## config.mk

```make
export PLATFORM = sky130hd
export DESIGN_NAME = data_mem_bank
export DESIGN_NICKNAME = d
export VERILOG_FILES = /design/src/rtl/data_mem_bank.sv
export SDC_FILE = /design/constraint.sdc
export NUM_CORES = 2
export LEC_CHECK = 0
export CAP_MARGIN = 20
export CORE_MARGIN = 2
export CORE_UTILIZATION = 52
export DETAILED_ROUTE_END_ITERATION = 12
export GPL_TIMING_DRIVEN = 0
export PLACE_DENSITY = 0.68
export SLEW_MARGIN = 25
export SYNTH_ARGS = -nofsm -noshare
export SYNTH_HDL_FRONTEND = slang
export SYNTH_SLANG_ARGS = --single-unit
```

## constraint.sdc

```tcl
create_clock -name i_clk -period 4.5 [get_ports i_clk]
set_clock_uncertainty 0.2 [all_clocks]
set_input_delay 1.125 -clock i_clk [delete_from_list [all_inputs] [get_ports i_clk]]
set_output_delay 1.125 -clock i_clk [all_outputs]
set_load 0.05 [all_outputs]
```

## src/rtl/data_mem_bank.sv

```systemverilog
// -----------------------------------------------------------------------------
// data_mem_bank
//   Byte-addressable little-endian data memory for the MEM stage.
//   Word/half/byte writes and registered reads (1-cycle latency) with sign or
//   zero extension. Misaligned or illegal-mode accesses raise o_r_err/o_w_err
//   and never modify memory. An optional dump port streams every word out with
//   a valid/ready handshake.
//
//   Optional feature macro: DMEM_DUMP_EN
//     defined   : dump FSM and dump ports are built
//     undefined : dump outputs are tied to 0, dump inputs are ignored
//
// Ports
//   i_clk, i_reset          clock, synchronous active-high reset (clears memory)
//   i_r_addr/en/addressing  read byte address, request, mode (00 W, 01 H, 11 B)
//   i_r_unsigned            1 = zero-extend, 0 = sign-extend (half/byte)
//   i_w_data/addr/en/...    write data (LSB aligned), address, request, mode
//   i_dump_start/ready      dump start pulse, consumer ready
//   o_r_data/valid/err      registered read result
//   o_w_err                 registered pulse: previous write was rejected
//   o_dump_*                dump word, its byte address, valid, busy, done
// -----------------------------------------------------------------------------
module data_mem_bank #(
  parameter int NB_DATA_BUS = 32,
  parameter int NB_DATA     = 8,
  parameter int N_ADDRESS   = 256,
  parameter int NB_ADDRESS  = $clog2(N_ADDRESS)
) (
  input  logic                   i_clk,
  input  logic                   i_reset,
  input  logic [NB_ADDRESS-1:0]  i_r_addr,
  input  logic                   i_r_en,
  input  logic [1:0]             i_r_addressing,
  input  logic                   i_r_unsigned,
  input  logic [NB_DATA_BUS-1:0] i_w_data,
  input  logic [NB_ADDRESS-1:0]  i_w_addr,
  input  logic                   i_w_en,
  input  logic [1:0]             i_w_addressing,
  input  logic                   i_dump_start,
  input  logic                   i_dump_ready,
  output logic [NB_DATA_BUS-1:0] o_r_data,
  output logic                   o_r_valid,
  output logic                   o_r_err,
  output logic                   o_w_err,
  output logic [NB_DATA_BUS-1:0] o_dump_data,
  output logic [NB_ADDRESS-1:0]  o_dump_addr,
  output logic                   o_dump_valid,
  output logic                   o_dump_busy,
  output logic                   o_dump_done
);

  localparam logic [1:0] MODE_WORD = 2'b00;
  localparam logic [1:0] MODE_HALF = 2'b01;
  localparam logic [1:0] MODE_BYTE = 2'b11;

  function automatic logic is_legal(input logic [1:0] mode,
                                    input logic [NB_ADDRESS-1:0] addr);
    case (mode)
      MODE_WORD: return (addr[1:0] == 2'b00);
      MODE_HALF: return (addr[0] == 1'b0);
      MODE_BYTE: return 1'b1;
      default:   return 1'b0;
    endcase
  endfunction

  // Register array (not block RAM): the whole memory must clear on reset.
  logic [NB_DATA-1:0] mem_reg [N_ADDRESS];

  // ---------------------------------------------------------------------------
  // Write path: each byte decodes whether it is hit and which data lane feeds it
  // ---------------------------------------------------------------------------
  logic                w_legal;
  logic [N_ADDRESS-1:0] byte_we;
  logic [NB_DATA-1:0]  byte_wdata [N_ADDRESS];

  assign w_legal = is_legal(i_w_addressing, i_w_addr);

  for (genvar gi = 0; gi < N_ADDRESS; gi++) begin : g_byte
    localparam logic [NB_ADDRESS-1:0] BYTE_ADDR = NB_ADDRESS'(gi);
    logic       hit;
    logic [1:0] lane;

    always_comb begin
      hit  = 1'b0;
      lane = 2'd0;
      case (i_w_addressing)
        MODE_WORD: begin
          hit  = (BYTE_ADDR[NB_ADDRESS-1:2] == i_w_addr[NB_ADDRESS-1:2]);
          lane = BYTE_ADDR[1:0];
        end
        MODE_HALF: begin
          hit  = (BYTE_ADDR[NB_ADDRESS-1:1] == i_w_addr[NB_ADDRESS-1:1]);
          lane = {1'b0, BYTE_ADDR[0]};
        end
        MODE_BYTE: begin
          hit  = (BYTE_ADDR == i_w_addr);
          lane = 2'd0;
        end
        default: begin
          hit  = 1'b0;
          lane = 2'd0;
        end
      endcase
    end

    assign byte_we[gi]    = i_w_en & w_legal & hit;
    assign byte_wdata[gi] = i_w_data[lane*NB_DATA +: NB_DATA];
  end

  always_ff @(posedge i_clk) begin
    if (i_reset) begin
      for (int i = 0; i < N_ADDRESS; i++) mem_reg[i] <= '0;
    end else begin
      for (int i = 0; i < N_ADDRESS; i++)
        if (byte_we[i]) mem_reg[i] <= byte_wdata[i];
    end
  end

  // ---------------------------------------------------------------------------
  // Read path: fetch the enclosing aligned word, then pick and extend a lane.
  // Reading mem_reg before the non-blocking update gives read-before-write.
  // ---------------------------------------------------------------------------
  logic [NB_DATA_BUS-1:0] r_word;
  logic [15:0]            r_half;
  logic [NB_DATA-1:0]     r_byte;
  logic [NB_DATA_BUS-1:0] r_ext;
  logic                   r_legal;

  for (genvar gi = 0; gi < 4; gi++) begin : g_rlane
    assign r_word[gi*NB_DATA +: NB_DATA] = mem_reg[{i_r_addr[NB_ADDRESS-1:2], 2'(gi)}];
  end

  assign r_half  = i_r_addr[1] ? r_word[31:16] : r_word[15:0];
  assign r_byte  = r_word[i_r_addr[1:0]*NB_DATA +: NB_DATA];
  assign r_legal = is_legal(i_r_addressing, i_r_addr);

  always_comb begin
    r_ext = '0;
    case (i_r_addressing)
      MODE_WORD: r_ext = r_word;
      MODE_HALF: r_ext = {{16{~i_r_unsigned & r_half[15]}}, r_half};
      MODE_BYTE: r_ext = {{24{~i_r_unsigned & r_byte[7]}}, r_byte};
      default:   r_ext = '0;
    endcase
  end

  logic [NB_DATA_BUS-1:0] r_data_reg;
  logic                   r_valid_reg;
  logic                   r_err_reg;
  logic                   w_err_reg;

  always_ff @(posedge i_clk) begin
    if (i_reset) begin
      r_data_reg  <= '0;
      r_valid_reg <= 1'b0;
      r_err_reg   <= 1'b0;
      w_err_reg   <= 1'b0;
    end else begin
      w_err_reg <= i_w_en & ~w_legal;
      if (i_r_en) begin
        r_valid_reg <= 1'b1;
        r_err_reg   <= ~r_legal;
        r_data_reg  <= r_legal ? r_ext : '0;
      end else begin
        // o_r_data deliberately holds the last result
        r_valid_reg <= 1'b0;
        r_err_reg   <= 1'b0;
      end
    end
  end

  assign o_r_data  = r_data_reg;
  assign o_r_valid = r_valid_reg;
  assign o_r_err   = r_err_reg;
  assign o_w_err   = w_err_reg;

  // ---------------------------------------------------------------------------
  // Dump port
  // ---------------------------------------------------------------------------
`ifdef DMEM_DUMP_EN
  typedef enum logic [1:0] {
    DUMP_IDLE,
    DUMP_SCAN,
    DUMP_DONE
  } dump_state_t;

  localparam logic [NB_ADDRESS-1:0] LAST_WORD_ADDR = NB_ADDRESS'(N_ADDRESS - 4);

  dump_state_t            dump_state_reg;
  logic [NB_ADDRESS-1:0]  dump_addr_reg;
  logic                   dump_valid_reg;
  logic                   dump_busy_reg;
  logic                   dump_done_reg;
  logic [NB_DATA_BUS-1:0] dump_word;

  // Live view of memory: a write committed before acceptance shows up here.
  for (genvar gi = 0; gi < 4; gi++) begin : g_dlane
    assign dump_word[gi*NB_DATA +: NB_DATA] = mem_reg[{dump_addr_reg[NB_ADDRESS-1:2], 2'(gi)}];
  end

  always_ff @(posedge i_clk) begin
    if (i_reset) begin
      dump_state_reg <= DUMP_IDLE;
      dump_addr_reg  <= '0;
      dump_valid_reg <= 1'b0;
      dump_busy_reg  <= 1'b0;
      dump_done_reg  <= 1'b0;
    end else begin
      case (dump_state_reg)
        DUMP_IDLE: begin
          if (i_dump_start) begin
            dump_state_reg <= DUMP_SCAN;
            dump_addr_reg  <= '0;
            dump_valid_reg <= 1'b1;
            dump_busy_reg  <= 1'b1;
          end
        end
        DUMP_SCAN: begin
          if (i_dump_ready) begin
            if (dump_addr_reg == LAST_WORD_ADDR) begin
              dump_state_reg <= DUMP_DONE;
              dump_addr_reg  <= '0;
              dump_valid_reg <= 1'b0;
              dump_done_reg  <= 1'b1;
            end else begin
              dump_addr_reg <= dump_addr_reg + NB_ADDRESS'(4);
            end
          end
        end
        DUMP_DONE: begin
          dump_state_reg <= DUMP_IDLE;
          dump_done_reg  <= 1'b0;
          dump_busy_reg  <= 1'b0;
        end
        default: begin
          dump_state_reg <= DUMP_IDLE;
          dump_valid_reg <= 1'b0;
          dump_busy_reg  <= 1'b0;
          dump_done_reg  <= 1'b0;
        end
      endcase
    end
  end

  assign o_dump_data  = dump_valid_reg ? dump_word : '0;
  assign o_dump_addr  = dump_addr_reg;
  assign o_dump_valid = dump_valid_reg;
  assign o_dump_busy  = dump_busy_reg;
  assign o_dump_done  = dump_done_reg;
`else
  logic unused_dump;
  assign unused_dump = i_dump_start ^ i_dump_ready;

  assign o_dump_data  = '0;
  assign o_dump_addr  = '0;
  assign o_dump_valid = 1'b0;
  assign o_dump_busy  = 1'b0;
  assign o_dump_done  = 1'b0;
`endif

endmodule
```

---- After elaboration in Yosys (flattened, before gate mapping) ----
Memory sizes are Yosys's and may differ from the RTL's.
Index checks and enable logic that the tools add are counted.
word-level totals
  bits in writable memories ............... 2048
  memories kept ........................... 1
  logic and storage cells ................. 2280
  bits in registers ....................... 35
memory list
  memory   words  width  rd ports  clocked after memory_dff  wr ports  line  RTL
  mem_reg  256    8      4         0                         256       67    logic [NB_DATA-1:0] mem_reg [N_ADDRESS];
cells by class
  mux-type cells .......................... 1291
  bitwise operators ....................... 522
  reduce and logical (&&, ||, !) cells .... 9
  shift-type cells ........................ 4
  equality and inequality tests ........... 449
operator list
  kind                                                 number
  two-way mux 8 bit                                    256
  equality test 8 bit (first input constant)           128
  case mux 1 bit (3 select lines)                      258
  two-way mux 1 bit                                    772
  equality test 7 x 8 -> 1 bit (first input constant)  64
  equality test 7 bit (first input constant)           64
  bitwise AND 1 bit                                    260
  equality test 6 x 8 -> 1 bit (first input constant)  32
  OR 1 bit                                             256
  equality test 6 x 7 -> 1 bit (first input constant)  32
  equality test 6 bit (first input constant)           32
  equality test 5 x 8 -> 1 bit (first input constant)  16
  variable part select 32 x 6 -> 8 bit                 4
  equality test 5 x 7 -> 1 bit (first input constant)  16
  equality test 5 x 6 -> 1 bit (first input constant)  16
  case mux 32 bit (3 select lines)                     1
  equality test 4 x 8 -> 1 bit (first input constant)  8
  equality test 4 x 7 -> 1 bit (first input constant)  8
  equality test 4 x 6 -> 1 bit (first input constant)  8
  equality test 3 x 8 -> 1 bit (first input constant)  4
  two-way mux 32 bit                                   1
  equality test 3 x 7 -> 1 bit (first input constant)  4
  equality test 3 x 6 -> 1 bit (first input constant)  4
  equality test 2 x 8 -> 1 bit (first input constant)  2
  other kinds (16)                                     29

---- Longest topological paths before layout ----
  depth after elaboration ................. 8
  gate-level depth with buffers ........... 14
  mapped depth without buffers ............ 8

---- Least setup slack after synthesis ----
Ideal clock, no wire load.
  path type ............................... input to register
  start point ............................. input port i_r_addr[3]
  end point ............................... register r_data_reg[6] (netlist: o_r_data[6])
  setup time .............................. 122 ps
  stages on the path ...................... 11
  setup slack ............................. 380 ps
  path buffers ............................ 5
  data arrival time ....................... 3798 ps
  cells stage by stage .................... buf_4 buf_2 buf_1 clkbuf_1 clkbuf_1 mux4_2 mux4_2 a22oi_1 o21ai_0 a221oi_1 o21ai_1
between the ends
  word-level cells in the longest chain between the ends .. 4
  elaborated cells on any way between the ends .. 5
  classes of those cells .................. shift (1); mux (3); memory (1)
ends and longest elaborated chain
  element                                                                     line      RTL
  from (decl)                                                                 31        input logic [NB_ADDRESS-1:0] i_r_addr,
  memory (256 x 8 bit) (*)                                                    -
  variable part select 32 x 6 -> 8 bit or two-way mux 16 bit (tied branches)  134, 133
  case mux 32 bit (3 select lines) (*)                                        139       case (i_r_addressing)
  two-way mux 32 bit (*)                                                      163       r_data_reg <= r_legal ? r_ext : '0;
  to (signal assigned)                                                        163
  to (decl)                                                                   147       logic [NB_DATA_BUS-1:0] r_data_reg;
Every way passes the cells marked *; elsewhere a longest branch is shown, timed or not.
A chain may end at the register's enable or synchronous reset.

---- Final worst setup path ----
  start point ............................. input port i_r_addr[4]
  end point ............................... register r_data_reg[1] (netlist: o_r_data[1])
Same word-level chain as after synthesis.

==> flow_summary.json <==
{
  "internal_power_uw": 34200,
  "min_period_over_period_pct": 105,
  "ys_seq_area_share_pct": 68.7,
  "postRouteAntennaNets": 0,
  "path_clk_slew_ns": 0.06,
  "grt_pass1_wl_um": 526000,
  "synthFlopType": "edfxtp_1",
  "setup_viol": 556,
  "syn_area_mm2": 0.0905,
  "synthesis.instances": 5795,
  "worst_slew_pin_slew_ns": 1.29,
  "yosys.area.top_type_share_pct": 67.9,
  "antenna_found_initial": 42,
  "syn_to_final_growth_pct": 16.3,
  "setup_ws_ns": -0.236,
  "row_count": 153,
  "num-fill-cells": 13200,
  "status": "complete, but fails checks",
  "dp.final_hpwl_um": 301000,
  "io_pins": 137,
  "cts_buffers": 207,
  "endpoint_kind": "flop",
  "dieArea_mm2": 0.177,
  "gp_congestion": 1.06,
  "netSwitchingPower_uw": 11900,
  "pwr-share-comb_pct": 12.0,
  "min_path_cells": 2,
  "cts_sinks": 2083,
  "clock_path_buffers": 3,
  "synth-edff-count": 2048,
  "switching_share_pct": 25.9,
  "largest_reg_flops": 2048,
  "critical_path.max_fanout": 10,
  "routed_wl_um": 405000,
  "layout.cells.non_filler": 8742,
  "initial_core_util_pct": 52.2,
  "chipHeight_um": 421,
  "cts_tree": "done",
  "ys_async_sr_fraction_pct": 0,
  "portBuffers": 84,
  "grt_usage_pct": 45.3,
  "r2r_cells": 8,
  "p_leak_uw": 0.0346,
  "drive_above_1_share_pct": 25.7,
  "tns_ns": -24.13,
  "seqPwrFrac_pct": 50.0,
  "drc": 0,
  "syn_avg_cell_area_um2": 15.6,
  "layout.nets": 6287,
  "critPathKind": "input port to flop",
  "fin_crit_ns": 4.74,
  "die_x_um": 421,
  "viasPerCell": 7.06,
  "place_ws_ns": -3.13,
  "cp.required_ns": 5.05,
  "grt_pass1_vias": 57400,
  "slew_headroom_pct": 14.2,
  "vias": 61700,
  "htree_num_levels": 4,
  "clk_latency_ns": 0.89,
  "regArea_mm2": 0.0622,
  "finalPower_uw": 46100,
  "root_buffer": "clkbuf_16",
  "drtIter0Drc": 11400,
  "violations": "setup timing",
  "worst_setup_path_start_kind": "input port",
  "wl_per_cell_um": 46.4,
  "place_inst": 8327,
  "synth_area_leaders": "edfxtp_1 (68%), mux4_2 (14%), nor2_1 (5.2%), clkbuf_1 (1.3%), nand2b_1 (1.1%)",
  "multi_input_area_mm2": 0.0279,
  "core-area_mm2": 0.173,
  "synth.distinct_cells": 57,
  "ys_seq_elements": 2083,
  "p_clk_share_pct": 37.9,
  "max_freq_mhz": 211,
  "yosys.area.top_type": "edfxtp_1",
  "hold_buffers": 0,
  "hold_class": "flop to flop",
  "yosysMostFrequentCell": "edfxtp_1",
  "gr-total-overflow": 0,
  "cap_violations": 0,
  "drv_slew": 0,
  "yosysWarnings": 0,
  "rsz0062_at_grt": "yes",
  "grt_max_degree": 33,
  "dr.pass1.iters": 9,
  "peakVddDrop_v": 0.000405,
  "finalHoldViolCount": 0,
  "powerDensity_mw_per_mm2": 438,
  "netlist_top_cells_count": "edfxtp_1 (2048), nor2_1 (1262), mux4_2 (579)",
  "cp.arrival_ns": 5.29
}
[worst max-delay path, stage by stage]
cell and delay, ns:
clkdlybuf4s50_1 0.60, buf_12 0.18, buf_12 0.25, buf_16 0.18, buf_4 0.17, nor2b_1 0.05
buf_1 0.48, a22o_1 0.38, a221oi_2 0.47, o22ai_1 0.18, a211o_4 0.40, a22o_2 0.38
a221oi_2 0.31, o21ai_1 0.09
[what timing repair did]
action | 4_1_cts | 5_1_grt
buffers inserted | 8 | 8
gates cloned | 0 | 5
resized for setup | 418 | 207
setup endpoints to repair | 3252 | 1384
pin swaps | 9 | 1
[metrics by stage]
step | hold slack [ns] | utilization (%) | instance area (µm²)
6_report | 0.259 | 60.7 | 105000
5_1_grt | 0.282 | 60.7 | 105000
4_1_cts | 0.262 | 60.3 | 105000
3_5_place_dp | 0.254 | 55.6 | 96400
3_3_place_gp | 0.253 | 54.5 | 94500
2_1_floorplan | 0.467 | - | 90700
[per-layer routing]
| layer | part of all wire, % | global-route usage (%) | up-vias |
|---|---|---|---|
| met5 | 0.16 | 0 | - |
| met4 | 7.2 | 26.5 | 22 |
| met3 | 16 | 18.1 | 1028 |
| met2 | 42 | 62.6 | 5508 |
| met1 | 35 | 60.8 | 32100 |
| li1 | - | - | 23000 |
[power by group through the flow]
stage	Sequential, µW	Combinational (µW)	Clock (µW)
3_5_place_dp	23500	5020	0
4_1_cts	23100	5200	17300
3_3_place_gp	23400	4840	0
5_1_grt	23200	5470	18100
6_report	23100	5560	17500
2_1_floorplan	23300	2510	0
[path summary, 6_finish.rpt]
kind	from	end	slack (ns)
worst max-delay path	i_r_addr[4]	o_r_data[1]	-0.24
worst max register to register	mem_reg[27][23]	o_r_data[26]	0.93
worst min-delay path	o_r_data[1]	o_r_data[1]	0.26
worst min register to register	o_r_data[1]	o_r_data[1]	0.26
[layout by cell type, fill, tap and decap left out, types with 71 or more instances in the layout]
master           instances
nor2_1                1242
buf_4                   83
mux4_2                 579
o21ai_0                136
nand2_1                227
nand2b_2                79
nand2b_1                83
clkbuf_16              210
a21oi_1                150
clkdlybuf4s50_1         84
buf_6                   77
clkbuf_1               229
clkbuf_2                71
o21ai_2                 88
edfxtp_1              2048
mux2i_1                 77
[logic make-up (layout without fill, tap and decap cells)]
family / Yosys count / in the layout / synth area share (%)
flip-flops: 2083 / 2083 / 68.7
multiplexers: 669 / 669 / 15.4
buffers and inverters: 501 / 1056 / 2.62
AND/OR/NAND/NOR: 1789 / 1789 / 8.17
other: 1 / 68 / 0.00414
AO/OA/AOI/OAI: 752 / 752 / 5.11
[final cells by class]
type / count / share of cell area (%)
flip-flops and latches: 2083 / 59.1
multi-input cells: 3253 / 26.5
clock buffers: 248 / 5.12
plain buffers: 453 / 2.91
well taps: 2325 / 2.76
repair buffers: 181 / 2.14
clock inverters: 125 / 1.26
inverters: 44 / 0.176
diodes: 25 / 0.0594
repair inverters: 5 / 0.0309
Note: power is estimated with default switching activity, not from simulation.
